===== config.mk =====
export PLATFORM = sky130hd
export DESIGN_NAME = wb_timer_slave
export DESIGN_NICKNAME = d
export VERILOG_FILES = /design/src/rtl/wb_timer_pkg.sv /design/src/rtl/wb_timer_counter.sv /design/src/rtl/wb_timer_slave.sv
export SDC_FILE = /design/constraint.sdc
export NUM_CORES = 1
export LEC_CHECK = 0
export CELL_PAD_IN_SITES_DETAIL_PLACEMENT = 1
export CELL_PAD_IN_SITES_GLOBAL_PLACEMENT = 2
export CORE_AREA = 2 2 187 226
export DETAILED_ROUTE_END_ITERATION = 10
export DIE_AREA = 0 0 189 228
export HOLD_SLACK_MARGIN = 0.03
export PLACE_DENSITY_LB_ADDON = 0.1
export SLEW_MARGIN = 20
export SYNTH_ARGS = -nofsm -noshare
export SYNTH_HDL_FRONTEND = slang
export SYNTH_SLANG_ARGS = --single-unit

===== constraint.sdc =====
create_clock -name i_CLK -period 4.42 [get_ports i_CLK]
set_input_delay 1.105 -clock i_CLK [delete_from_list [all_inputs] [get_ports i_CLK]]
set_output_delay 1.105 -clock i_CLK [all_outputs]
set_load 0.02 [all_outputs]

===== src/rtl/wb_timer_pkg.sv =====
// Shared definitions for the Wishbone machine timer: register map, CTRL/STATUS bits, FSM states.
// Used by wb_timer_slave and wb_timer_counter; the optional prescaler is WB_TIMER_PRESCALER_EN.
package wb_timer_pkg;

    localparam logic [2:0] REG_MTIME_LO    = 3'd0;
    localparam logic [2:0] REG_MTIME_HI    = 3'd1;
    localparam logic [2:0] REG_MTIMECMP_LO = 3'd2;
    localparam logic [2:0] REG_MTIMECMP_HI = 3'd3;
    localparam logic [2:0] REG_CTRL        = 3'd4;
    localparam logic [2:0] REG_STATUS      = 3'd5;
    localparam logic [2:0] REG_PRESCALE    = 3'd6;
    localparam logic [2:0] REG_RESERVED    = 3'd7;

    localparam int CTRL_EN_BIT     = 0;
    localparam int CTRL_IRQ_EN_BIT = 1;
    localparam int STATUS_PEND_BIT = 0;

    typedef enum logic {
        IDLE = 1'b0,
        ACK  = 1'b1
    } wb_state_t;

    typedef logic [63:0] mtime_t;

    // Replace only the byte lanes whose select bit is set.
    function automatic logic [31:0] lane_merge(input logic [31:0] old_v,
                                               input logic [31:0] new_v,
                                               input logic [3:0]  sel);
        logic [31:0] r;
        for (int i = 0; i < 4; i++) begin
            r[8*i +: 8] = sel[i] ? new_v[8*i +: 8] : old_v[8*i +: 8];
        end
        return r;
    endfunction

endpackage


===== src/rtl/wb_timer_counter.sv =====
// 64-bit free-running mtime register with a 32-bit half-word load port.
// With WB_TIMER_PRESCALER_EN defined, ticks come from a 16-bit divider compared to PRESCALE.
module wb_timer_counter
    import wb_timer_pkg::*;
(
    input  logic        i_CLK,
    input  logic        i_RST,
    input  logic        i_EN,
    input  logic        i_LOAD_LO,
    input  logic        i_LOAD_HI,
    input  logic [31:0] i_LOAD_DATA,
`ifdef WB_TIMER_PRESCALER_EN
    input  logic [15:0] i_PRESCALE,
    input  logic        i_PRESCALE_WR,
`endif
    output mtime_t      o_MTIME
);

    mtime_t mtime_q, mtime_d;
    logic   tick;

`ifdef WB_TIMER_PRESCALER_EN
    logic [15:0] div_q, div_d;

    assign tick = i_EN && (div_q == i_PRESCALE);

    // Holding the divider at zero while disabled gives the clear on an EN 0->1 edge.
    always_comb begin
        div_d = div_q + 16'd1;
        if (!i_EN || i_PRESCALE_WR || tick) begin
            div_d = '0;
        end
    end

    always_ff @(posedge i_CLK) begin
        if (i_RST) begin
            div_q <= '0;
        end else begin
            div_q <= div_d;
        end
    end
`else
    assign tick = i_EN;
`endif

    // A bus load wins over the increment in the same cycle.
    always_comb begin
        mtime_d = mtime_q;
        if (i_LOAD_LO) begin
            mtime_d[31:0] = i_LOAD_DATA;
        end else if (i_LOAD_HI) begin
            mtime_d[63:32] = i_LOAD_DATA;
        end else if (tick) begin
            mtime_d = mtime_q + 64'd1;
        end
    end

    always_ff @(posedge i_CLK) begin
        if (i_RST) begin
            mtime_q <= '0;
        end else begin
            mtime_q <= mtime_d;
        end
    end

    assign o_MTIME = mtime_q;

endmodule


===== src/rtl/wb_timer_slave.sv =====
// Wishbone classic slave: 64-bit machine timer with compare, level IRQ and one-cycle registered ACK.
// Define WB_TIMER_PRESCALER_EN to enable the PRESCALE register (index 6) and tick divider.
module wb_timer_slave
    import wb_timer_pkg::*;
#(
    parameter int          DATA_WIDTH   = 32,
    parameter int          ADDR_WIDTH   = 32,
    parameter logic [63:0] MTIMECMP_RST = 64'hFFFF_FFFF_FFFF_FFFF
) (
    input  logic                  i_CLK,
    input  logic                  i_RST,
    input  logic [ADDR_WIDTH-1:0] i_ADDR,
    input  logic [DATA_WIDTH-1:0] i_DATA,
    output logic [DATA_WIDTH-1:0] o_DATA,
    input  logic                  i_WE,
    input  logic [3:0]            i_SEL,
    input  logic                  i_STB,
    input  logic                  i_CYC,
    output logic                  o_ACK,
    input  logic                  i_TAGN,
    output logic                  o_TAGN,
    output logic                  o_IRQ
);

    wb_state_t             state_q, state_d;
    logic [DATA_WIDTH-1:0] data_q, data_d, rd_data;
    logic                  tag_q, tag_d;
    mtime_t                cmp_q, cmp_d;
    logic [1:0]            ctrl_q, ctrl_d;
    logic                  pend_q, pend_d;
    logic                  irq_q, irq_d;
    mtime_t                mtime;
    logic                  take, wr, w1c, load_lo, load_hi;
    logic [2:0]            idx;
    logic [31:0]           load_data;
    logic                  unused_addr_bits;

    assign unused_addr_bits = ^{i_ADDR[ADDR_WIDTH-1:5], i_ADDR[1:0]};

    // Requests are taken only in IDLE; writes commit on the same edge that raises o_ACK.
    assign idx     = i_ADDR[4:2];
    assign take    = (state_q == IDLE) && i_CYC && i_STB;
    assign wr      = take && i_WE;
    assign w1c     = wr && (idx == REG_STATUS) && i_SEL[0] && i_DATA[STATUS_PEND_BIT];
    assign load_lo = wr && (idx == REG_MTIME_LO);
    assign load_hi = wr && (idx == REG_MTIME_HI);
    assign load_data = lane_merge(load_lo ? mtime[31:0] : mtime[63:32], i_DATA, i_SEL);

`ifdef WB_TIMER_PRESCALER_EN
    logic [15:0] ps_q, ps_d;
    logic        ps_wr;

    assign ps_wr = wr && (idx == REG_PRESCALE);

    always_comb begin
        ps_d = ps_q;
        if (ps_wr) begin
            if (i_SEL[0]) ps_d[7:0]  = i_DATA[7:0];
            if (i_SEL[1]) ps_d[15:8] = i_DATA[15:8];
        end
    end

    always_ff @(posedge i_CLK) begin
        if (i_RST) begin
            ps_q <= '0;
        end else begin
            ps_q <= ps_d;
        end
    end
`endif

    wb_timer_counter u_counter (
        .i_CLK         (i_CLK),
        .i_RST         (i_RST),
        .i_EN          (ctrl_q[CTRL_EN_BIT]),
        .i_LOAD_LO     (load_lo),
        .i_LOAD_HI     (load_hi),
        .i_LOAD_DATA   (load_data),
`ifdef WB_TIMER_PRESCALER_EN
        .i_PRESCALE    (ps_q),
        .i_PRESCALE_WR (ps_wr),
`endif
        .o_MTIME       (mtime)
    );

    always_comb begin
        rd_data = '0;
        case (idx)
            REG_MTIME_LO:    rd_data = mtime[31:0];
            REG_MTIME_HI:    rd_data = mtime[63:32];
            REG_MTIMECMP_LO: rd_data = cmp_q[31:0];
            REG_MTIMECMP_HI: rd_data = cmp_q[63:32];
            REG_CTRL:        rd_data = {30'd0, ctrl_q};
            REG_STATUS:      rd_data = {31'd0, pend_q};
`ifdef WB_TIMER_PRESCALER_EN
            REG_PRESCALE:    rd_data = {16'd0, ps_q};
`endif
            default:         rd_data = '0;
        endcase
    end

    always_comb begin
        state_d = state_q;
        case (state_q)
            IDLE:    if (i_CYC && i_STB) state_d = ACK;
            ACK:     state_d = IDLE;
            default: state_d = IDLE;
        endcase
    end

    always_comb begin
        cmp_d  = cmp_q;
        ctrl_d = ctrl_q;
        if (wr) begin
            case (idx)
                REG_MTIMECMP_LO: cmp_d[31:0]  = lane_merge(cmp_q[31:0], i_DATA, i_SEL);
                REG_MTIMECMP_HI: cmp_d[63:32] = lane_merge(cmp_q[63:32], i_DATA, i_SEL);
                REG_CTRL:        if (i_SEL[0]) ctrl_d = i_DATA[1:0];
                default:         ;
            endcase
        end
    end

    // A compare hit outranks a W1C clear in the same cycle.
    always_comb begin
        pend_d = pend_q;
        if (mtime >= cmp_q) begin
            pend_d = 1'b1;
        end else if (w1c) begin
            pend_d = 1'b0;
        end
        irq_d  = pend_q && ctrl_q[CTRL_IRQ_EN_BIT];
        data_d = (take && !i_WE) ? rd_data : '0;
        tag_d  = take ? i_TAGN : 1'b0;
    end

    always_ff @(posedge i_CLK) begin
        if (i_RST) begin
            state_q <= IDLE;
            data_q  <= '0;
            tag_q   <= 1'b0;
            cmp_q   <= MTIMECMP_RST;
            ctrl_q  <= '0;
            pend_q  <= 1'b0;
            irq_q   <= 1'b0;
        end else begin
            state_q <= state_d;
            data_q  <= data_d;
            tag_q   <= tag_d;
            cmp_q   <= cmp_d;
            ctrl_q  <= ctrl_d;
            pend_q  <= pend_d;
            irq_q   <= irq_d;
        end
    end

    assign o_ACK  = (state_q == ACK);
    assign o_DATA = data_q;
    assign o_TAGN = tag_q;
    assign o_IRQ  = irq_q;

endmodule


==> summary.md, run 1 <==
| Metric | Value |
|---|---|
| Post-DP Area | 11600 sq um |
| Synth warnings | 0 |
| Final global-route overflow total | 0 |
| Hold bufs inserted after CTS | 0 |
| Leakage | 4.79 nW |
| Critical path class | input pin to flop |
| Io pins | 109 |
| Register area share after synthesis | 32.8% |
| Total Nets Final | 1495 |
| Switching pwr | 0.918 mW |
| CP arrival | 3.63 ns |
| Crit path capture type | flop |
| Top fanout value on the critical path | 16 |
| IO buf count | 79 |
| Fin area | 12200 sq um |
| Layout cells sized above 1 | 7.38% |
| CTS buffer count | 17 |
| Sequential power share | 44.8% |
| Max Clock Freq | 308 MHz |
| TritonRoute pass-1 iters | 6 |
| Vias per inst | 5.37 |
| Buf+Inv Stages, Crit Path | 1 |
| TNS Setup | 0 ns |
| Largest net degree at the start of global routing | 55 |
| Syn Nets | 1450 |
| Synth Instances | 1311 |
| Max incr delay on CP | 0.64 ns |
| Avg WL per Cell | 23.5 um |
| Post-CTS Resized | 0 |
| DIE HEIGHT | 228 um |
| Post-synth ARST share | 0% |
| Area grow syn2layout | 20.9% |
| Clock root cell | clkbuf_16 |
| Combinational share of power | 8.3% |
| Final setup viols | 0 |
| Clock Skew | 0.0119 ns |
| Unrepaired setup endpoints after global routing | false |
| Final max-slew violation count | 0 |
| FP Rows | 82 |
| DIE AREA | 43100 sq um |
| Largest delay contributor family on the critical path | simple AND/OR/NAND/NOR gates |
| Total setup buffers inserted after CTS | 0 |
| Fin Hold WS | 0.509 ns |
| Int Pwr | 2.56 mW |
| H-tree depth | 4 |
| DR iter-0 viols | 452 |
| PD cells | 284 nW/um^2 |
| Slowest-stage cell, CP | and3_1 |
| Ys flop type | dfxtp_1 |
| Outcome | finished clean |
| Longest Clk Path Bufs | 2 |
| Antenna cells | 0 |
| Syn avg cell area | 7.72 sq um |
| HP Class | flop to flop |
| Slew @ Worst Pin | 0.905 ns |
| Routed wire length | 45000 um |
| Antenna Nets Post-Route | 0 |
| Initial Utilization | 24.6% |
| EDFF count, synth | 0 |
| Finished Core Util | 29.8% |
| Clock sink total | 166 |
| First-pass GRT wire length | 69300 um |
| Total power | 3.48 mW |
| Crit share post-route | 73.4% |
| Sw frac | 26.4% |
| Core area | 41100 sq um |
| Distinct cells, synth | 65 |
| Clock Latency Late Sink | 0.47 ns |
| Clk pin slew, worst setup/hold paths | 0.07 ns |
| Clk pwr share | 46.9% |
| Initial antenna violation count | 0 |
| Rel. slew slack | 39.2% |
| Vias in the first global route | 10800 |
| Worst Setup Start Kind | input pin |
| CP Cell Sequence | clkdlybuf4s50_1 > and4b_1 > and3_1 > and2_1 > nand2_1 > o211ai_1 |
| Die X | 189 um |
| VDD IR max | 0.289 mV |
| Gpl congestion | 0.782 |
| # DRC | 0 |
| Mapped cell area | 10100 sq um |
| HPWL after DPL | 33600 um |
| All-Layer GR Usage | 21.4% |
| Vias | 10300 |
| Final min period | 3.24 ns |
| Critical Path RT | 4.80 ns |
| TritonCTS clock tree | done |
| Yosys reg bits | 166 |
| Max Cap Violations | 0 |
| Endpoints failing hold | 0 |
power groups by stage:
stage / Combinational (mW) / Sequential, mW / Clock, mW
4_1_cts: 0.292 / 1.56 / 1.68
2_1_floorplan: 0.144 / 1.58 / 0
5_1_grt: 0.316 / 1.56 / 1.73
6_report: 0.287 / 1.56 / 1.63
3_5_place_dp: 0.290 / 1.59 / 0
3_3_place_gp: 0.288 / 1.59 / 0
tightest hold or removal path: stages, from the launching register on:
cell and delay [ns]:
dfxtp_1 0.33, o21ai_0 0.07, a21oi_1 0.06
cells by family after synthesis:
logic type                 Yosys count  synth area share (%)
and+or+nand+nor                    469                  23.3
DFF                                166                  32.8
buffers and inverters              185                  6.92
adders and majority gates           65                  8.03
AOI/OAI and AO/OA                  396                  25.9
xor gates and xnor gates             7                 0.606
muxes                               23                  2.42
final timing paths:
path / start / end / slack, ns / cells past startpoint
worst min register to register: ctrl_q[1]$_SDFFE_PP0P_ / ctrl_q[1]$_SDFFE_PP0P_ / 0.51 / 2
worst max register to register: u_counter.o_MTIME[5]$_SDFFE_PP0P_ / u_counter.o_MTIME[53]$_SDFFE_PP0P_ / 1.28 / 6
worst min-delay path: ctrl_q[1]$_SDFFE_PP0P_ / ctrl_q[1]$_SDFFE_PP0P_ / 0.51 / 2
worst max-delay path: i_WE / cmp_q[46]$_SDFFE_PP1P_ / 1.18 / 6
sequential cells by signal (all words and copies together), names as in the netlist:
| name | cells |
|---|---|
| cmp_q | 64 |
| pend_q | 1 |
| o_ACK | 1 |
| o_IRQ | 1 |
| ctrl_q | 2 |
| u_counter.o_MTIME | 64 |
| o_DATA | 32 |
| o_TAGN | 1 |
stage by stage:
stage / cells / setup WS [ns]
6_report: 1915 / 1.18
3_5_place_dp: 1883 / 0.743
3_3_place_gp: 1883 / 0.678
2_1_floorplan: 1311 / 1.36
4_1_cts: 1915 / 1.19
5_1_grt: 1915 / 1.07
per-layer routing:
| metal | vias to the layer above | track usage, % | wire length [um] |
|---|---|---|---|
| met1 | 5143 | 27.3 | 20700 |
| met2 | 142 | 37.5 | 22500 |
| met3 | 39 | 2.45 | 895 |
| met4 | 0 | 6.47 | 887 |
| met5 | - | 0 | 0 |
| li1 | 4961 | - | - |
cells in the mapped netlist, drive strengths merged, types with 7 or more instances:
library cell  number  area [sq um]
nand2            169           634
dfxtp            166          3320
clkbuf           100           377
a21oi             92           460
o211ai            82           616
inv               79           297
a22oi             68           510
ha                65           813
nor2              59           221
o21ai             58           290
nand3             49           250
nor3              36           180
nand4             35           219
and3              30           188
a31oi             26           163
mux2i             20           200
nor4              17           113
a211oi            16           120
and4              16           140
and2              10          62.6
or3               10          62.6
or4                9          75.1
a21o               8          60.1
nand2b             7          43.8
xnor2              7          61.3
area by class of cell:
cell class              count  area, sq um
well taps                 546          683
flip-flops and latches    166         3320
clock buffers              23          478
repair buffers            132         1200
fillers                  4911        28900
multi-input cells         960         6140
inverters                  79          297
clock inverters             9          124
layout by cell type (no fill, tap or decap), drive strengths merged, types with 3 or more instances in the layout:
cell type and count:
nand4b 6, or4 9, a21o 8, a311oi 3
and4 16, nor3 36, and3 30, nor4 17
a21oi 92, a221oi 5, o221ai 4, nand2 169
o211ai 82, nand2b 7, mux2i 20, nand4 35
clkinv 6, dfxtp 166, and2 10, ha 65
xnor2 7, a22oi 68, clkbuf 23, nand3 49
a2111oi 3, o31ai 6, a32oi 4, a31oi 26
a211oi 16, inv 79, nor2 59, buf 54
or3 10, o21ai 58, nor2b 6, clkdlybuf4s50 78
bufinv 3
(Power assumes the default switching activity.)
==> run 2: changes to the inputs <==
==> constraint.sdc (replaced) <==
create_clock -name i_CLK -period 2.71 [get_ports i_CLK]
set_input_delay 0.6775 -clock i_CLK [delete_from_list [all_inputs] [get_ports i_CLK]]
set_output_delay 0.6775 -clock i_CLK [all_outputs]
set_load 0.02 [all_outputs]
==> summary.md, run 2 (synthesis gave the netlist of run 1 again) <==
| Metric | Value |
|---|---|
| First-pass GRT wire length | 73400 um |
| VDD IR max | 0.464 mV |
| Most common cell after layout, fill and taps aside | buf_4 |
| DR iter-0 viols | 564 |
| DIE HEIGHT | 228 um |
| CP Cell Sequence | nand3_2 > or4_4 > or4_4 > or4_4 > or3_1 > a31oi_1 |
| Final setup viols | 0 |
| Unrepaired setup endpoints after global routing | false |
| Gpl congestion | 0.845 |
| Hold path cells | 2 |
| Clk pwr share | 45.5% |
| Area grow syn2layout | 34.7% |
| Switching pwr | 1.49 mW |
| Largest net degree at the start of global routing | 46 |
| Rel. slew slack | 45.5% |
| Clk pin slew, worst setup/hold paths | 0.07 ns |
| Met1 GRT Util | 28.6% |
| HP Class | flop to flop |
| Vias | 11000 |
| Cell mode on critical path | or4_4 |
| Final global-route overflow total | 0 |
| Antenna Nets Post-Route | 0 |
| Initial Utilization | 24.6% |
| Total Nets Final | 1648 |
| Crit path capture type | flop |
| Vias in the first global route | 11500 |
| Routed wire length | 48000 um |
| Slew @ Worst Pin | 0.810 ns |
| Final WS setup | 0.0604 ns |
| Commonest non-fill, non-tap cells in the layout | 187 x buf_4, 168 x nand2_1, 160 x dfxtp_1 |
| Clock Skew | 0.0116 ns |
| Largest delay contributor family on the critical path | simple AND/OR/NAND/NOR gates |
| Clock sink total | 166 |
| H-tree depth | 4 |
| Busiest grt layer | met2 |
| Clock root cell | clkbuf_16 |
| Die X | 189 um |
| CP arrival | 3.04 ns |
| Worst-case reg-to-reg path depth | 6 |
| All-Layer GR Usage | 22.7% |
| Outcome | finished clean |
| Total setup buffers inserted after CTS | 0 |
| Worst Setup Start Kind | flop |
| Final min period | 2.65 ns |
| Sw frac | 26.3% |
| IO buf count | 79 |
| Critical path class | flop to flop |
| FP Rows | 82 |
| Layout cells sized above 1 | 17.3% |
| Reg2Reg Setup Slack | 0.06 ns |
| Hold bufs inserted after CTS | 0 |
| Crit share post-route | 97.8% |
| Antenna cells | 0 |
| DIE AREA | 43100 sq um |
| Max Cap Violations | 0 |
| Worst slack at placement | -0.371 ns |
| Buf+Inv Stages, Crit Path | 0 |
| R2r endpoint | u_counter.o_MTIME[53]$_SDFFE_PP0P_ |
| HPWL after DPL | 37800 um |
| Max incr delay on CP | 0.54 ns |
| Io pins | 109 |
| Int Pwr | 4.18 mW |
| Clock Latency Late Sink | 0.47 ns |
| Critical Path RT | 3.10 ns |
| # DRC | 0 |
| TritonRoute pass-1 iters | 5 |
| Core area | 41100 sq um |
| Met2 Usage GRT | 40.1% |
| Post-Layout Cell Count | 2067 |
| TritonCTS clock tree | done |
| Worst r2r src | u_counter.o_MTIME[4]$_SDFFE_PP0P_ |
| Met3 Use GR | 2.60% |
| Vias per inst | 5.31 |
| Initial antenna violation count | 0 |
| Combinational share of power | 10.2% |
| Final max-slew violation count | 0 |
| Max Clock Freq | 377 MHz |
| TNS Setup | 0 ns |
| Endpoints failing hold | 0 |
| Hold wc startpoint | ctrl_q[1]$_SDFFE_PP0P_ |
| Sequential power share | 44.3% |
| Worst Hold Path EP | ctrl_q[1]$_SDFFE_PP0P_ |
| PD cells | 416 nW/um^2 |
| CTS buffer count | 17 |
| Slowest-stage cell, CP | or4_4 |
| Leakage | 5.66 nW |
| Placed cell count | 2036 |
| Top fanout value on the critical path | 4 |
| Avg WL per Cell | 23.2 um |
| Longest Clk Path Bufs | 2 |
run 2: power groups by stage:
stage / clock, mW / sequential (mW) / combinational (mW)
global placement: 0 / 2.57 / 0.580
floorplan: 0 / 2.57 / 0.236
detailed placement: 0 / 2.57 / 0.583
global route: 2.75 / 2.51 / 0.631
CTS: 2.66 / 2.51 / 0.586
finish: 2.58 / 2.51 / 0.580
run 2: worst max path at each step:
| stage | start | endpoint | slack, ns | cells past startpoint |
|---|---|---|---|---|
| floorplan | i_ADDR[4] | u_counter.o_MTIME[53]$_SDFFE_PP0P_ | 0.08 | 8 |
| finish | u_counter.o_MTIME[4]$_SDFFE_PP0P_ | u_counter.o_MTIME[53]$_SDFFE_PP0P_ | 0.06 | 6 |
| CTS | u_counter.o_MTIME[5]$_SDFFE_PP0P_ | u_counter.o_MTIME[57]$_SDFFE_PP0P_ | 0.01 | 7 |
| global route | u_counter.o_MTIME[9]$_SDFFE_PP0P_ | u_counter.o_MTIME[53]$_SDFFE_PP0P_ | 0.0002 | 6 |
| detailed placement | i_ADDR[4] | u_counter.o_MTIME[23]$_SDFFE_PP0P_ | -0.37 | 9 |
| global placement | i_ADDR[4] | u_counter.o_MTIME[23]$_SDFFE_PP0P_ | -0.29 | 9 |
run 2: timing repair:
item                       CTS  global route
pin swaps                    0             1
resized for setup            6             9
setup endpoints to repair    6            10
run 2: stage by stage:
| step | utilization [%] | power [mW] | hold WS (ns) | cell area (sq um) |
|---|---|---|---|---|
| after global routing | 33.2 | 5.89 | 0.546 | 13600 |
| after floorplan | - | 2.81 | 0.462 | 10100 |
| after detailed placement | 31.6 | 3.15 | 0.485 | 13000 |
| after CTS | 33.1 | 5.76 | 0.495 | 13600 |
| final | 33.2 | 5.67 | 0.497 | 13600 |
| after global placement | 31.6 | 3.15 | 0.485 | 13000 |
run 2: area by class of cell:
class	count	area, sq um
flip-flops and latches	166	3340
clock buffers	21	450
inverters	79	297
fillers	4886	27500
multi-input cells	960	6180
clock inverters	10	130
repair buffers	285	2570
well taps	546	683
run 2: per-layer routing:
layer  vias up  wire [um]
met3        36       1300
met2       164      24300
met1      5517      21300
met4         0       1070
met5         -          0
li1       5261          -
run 2: worst reg2reg max path: cells and delay by family, from the launching register on:
kind | cells | cell delay [ns]
flops | 1 | 0.39
compound gates | 1 | 0.19
simple gates | 5 | 1.99
==> run 3: changes to the inputs <==
--- a/config.mk
+++ b/config.mk
@@ -5,11 +5,12 @@
 export SDC_FILE = /design/constraint.sdc
 export NUM_CORES = 1
 export LEC_CHECK = 0
+export CAP_MARGIN = 20
 export CELL_PAD_IN_SITES_DETAIL_PLACEMENT = 1
 export CELL_PAD_IN_SITES_GLOBAL_PLACEMENT = 2
-export CORE_AREA = 2 2 187 226
+export CORE_AREA = 2 2 205 207
 export DETAILED_ROUTE_END_ITERATION = 10
-export DIE_AREA = 0 0 189 228
+export DIE_AREA = 0 0 207 209
 export HOLD_SLACK_MARGIN = 0.03
 export PLACE_DENSITY_LB_ADDON = 0.1
 export SLEW_MARGIN = 20
==> summary.md, run 3 (synthesis gave the netlist of run 1 again) <==
| Metric | Value |
|---|---|
| Outcome | finished clean |
| DIE HEIGHT | 209 um |
| Avg WL per Cell | 23.2 um |
| Largest net degree at the start of global routing | 44 |
| Initial Utilization | 24.5% |
| Rel. slew slack | 60.1% |
| IO buf count | 79 |
| CP Cell Sequence | buf_6 > nand3_4 > or4_4 > or4_4 > or4_4 > or3_1 > a31oi_1 |
| Largest delay contributor family on the critical path | simple AND/OR/NAND/NOR gates |
| Max Cap Violations | 0 |
| Area grow syn2layout | 37.7% |
| Crit share post-route | 99.1% |
| Most common cell after layout, fill and taps aside | buf_4 |
| Io pins | 109 |
| Finished Core Util | 33.8% |
| Critical path class | flop to flop |
| Switching pwr | 1.53 mW |
| Clock sink total | 166 |
| CTS buffer count | 17 |
| Hold wc startpoint | cmp_q[0]$_SDFFE_PP1P_ |
| DIE AREA | 43300 sq um |
| HPWL after DPL | 37200 um |
| R2r endpoint | u_counter.o_MTIME[61]$_SDFFE_PP0P_ |
| Reg2Reg Setup Slack | 0.02 ns |
| HP Class | flop to flop |
| Fin Hold WS | 0.520 ns |
| Sw frac | 26.5% |
| Final global-route overflow total | 0 |
| Final setup viols | 0 |
| Hold bufs inserted after CTS | 0 |
| Critical Path RT | 3.14 ns |
| Layout cells sized above 1 | 19.4% |
| Top fanout value on the critical path | 6 |
| FP Rows | 75 |
| Gpl congestion | 0.861 |
| Slowest-stage cell, CP | or4_4 |
| Fillers | 4955 |
| Max Clock Freq | 372 MHz |
| Core area | 41300 sq um |
| Worst-case reg-to-reg path depth | 7 |
| VDD IR max | 0.431 mV |
| H-tree depth | 4 |
| Die X | 207 um |
| Antenna cells | 0 |
| Worst Setup Start Kind | flop |
| Final max-slew violation count | 0 |
| Cell mode on critical path | or4_4 |
| Clk pwr share | 46.2% |
| Initial antenna violation count | 0 |
| Clock Skew | 0.00904 ns |
| Sequential power share | 43.5% |
| Buf+Inv Stages, Crit Path | 1 |
| TritonCTS clock tree | done |
| Crit path capture type | flop |
| Commonest non-fill, non-tap cells in the layout | 200 x buf_4, 168 x nand2_1, 156 x dfxtp_1 |
| Antenna Nets Post-Route | 0 |
| # DRC | 0 |
| Vias per inst | 5.30 |
| Clock Latency Late Sink | 0.50 ns |
| CP Depth | 7 |
| All-Layer GR Usage | 22.7% |
| Endpoints failing hold | 0 |
| Longest Clk Path Bufs | 2 |
| PD cells | 414 nW/um^2 |
| CP arrival | 3.12 ns |
| First-pass GRT wire length | 73600 um |
| Worst Hold Path EP | cmp_q[0]$_SDFFE_PP1P_ |
| Clock root cell | clkbuf_16 |
| Total Nets Final | 1670 |
| Vias | 11000 |
| Combinational share of power | 10.3% |
| Clk pin slew, worst setup/hold paths | 0.07 ns |
| Worst r2r src | u_counter.o_MTIME[8]$_SDFFE_PP0P_ |
| Leakage | 5.80 nW |
| Unrepaired setup endpoints after global routing | true |
| Slew @ Worst Pin | 0.597 ns |
| DR iter-0 viols | 591 |
| Final min period | 2.69 ns |
| TritonRoute pass-1 iters | 5 |
| Int Pwr | 4.24 mW |
| Max incr delay on CP | 0.57 ns |
| Routed wire length | 48400 um |
| Vias in the first global route | 11500 |
| Hold path cells | 2 |
run 3: tightest hold or removal path, delay by kind of cell, from the launching register on:
| family | cells | cell delay, ns |
|---|---|---|
| AO/OA/AOI/OAI | 1 | 0.09 |
| buffers and inverters | 1 | 0.07 |
| flip-flops | 1 | 0.31 |
run 3: power by group through the flow:
stage / clock (mW) / sequential [mW] / combinational, mW
finish: 2.67 / 2.51 / 0.596
global route: 2.83 / 2.51 / 0.647
CTS: 2.78 / 2.51 / 0.598
detailed placement: 0 / 2.57 / 0.596
global placement: 0 / 2.57 / 0.591
floorplan: 0 / 2.57 / 0.236
run 3: how the worst max path moves through the flow:
| stage | from | end |
|---|---|---|
| 2_1_floorplan | i_ADDR[4] | u_counter.o_MTIME[53]$_SDFFE_PP0P_ |
| 3_3_place_gp | i_WE | u_counter.o_MTIME[23]$_SDFFE_PP0P_ |
| 3_5_place_dp | i_ADDR[2] | u_counter.o_MTIME[10]$_SDFFE_PP0P_ |
| 4_1_cts | cmp_q[15]$_SDFFE_PP1P_ | pend_q$_SDFFE_PP0P_ |
| 5_1_grt | cmp_q[14]$_SDFFE_PP1P_ | pend_q$_SDFFE_PP0P_ |
| 6_report | u_counter.o_MTIME[8]$_SDFFE_PP0P_ | u_counter.o_MTIME[61]$_SDFFE_PP0P_ |
run 3: metrics by stage:
stage               setup WS (ns)  cells   TNS, ns  power (mW)  cell area (sq um)
global route               -0.103   2083    -0.179        5.99              13900
detailed placement         -0.286   2041    -10.33        3.16              13100
global placement           -0.225   2041     -7.12        3.16              13100
floorplan                  0.0750   1311         0        2.81              10100
finish                     0.0241   2083         0        5.77              13900
CTS                      -0.00278   2075  -0.00278        5.89              13800
run 3: layout make-up:
class	instances	area (sq um)	share of cell area [%]
Tap cell	539	674	4.84
Clock inverter	8	121	0.870
Inverter	79	297	2.13
Clock buffer	24	482	3.45
Timing Repair Buffer	307	2800	20.0
Sequential cell	166	3340	23.9
Multi-Input combinational cell	960	6240	44.7
run 3: routing by layer:
metal,track usage (%),wire length (um)
met1,30.5,23400
met2,36.8,22300
met3,3.89,1590
met4,7.22,1100
met5,0,0
run 3: repair_timing:
| action | in CTS | in global routing |
|---|---|---|
| pin swaps | 3 | 13 |
| setup endpoints to repair | 12 | 10 |
| resized for setup | 17 | 20 |
| setup buffers | 2 | 8 |
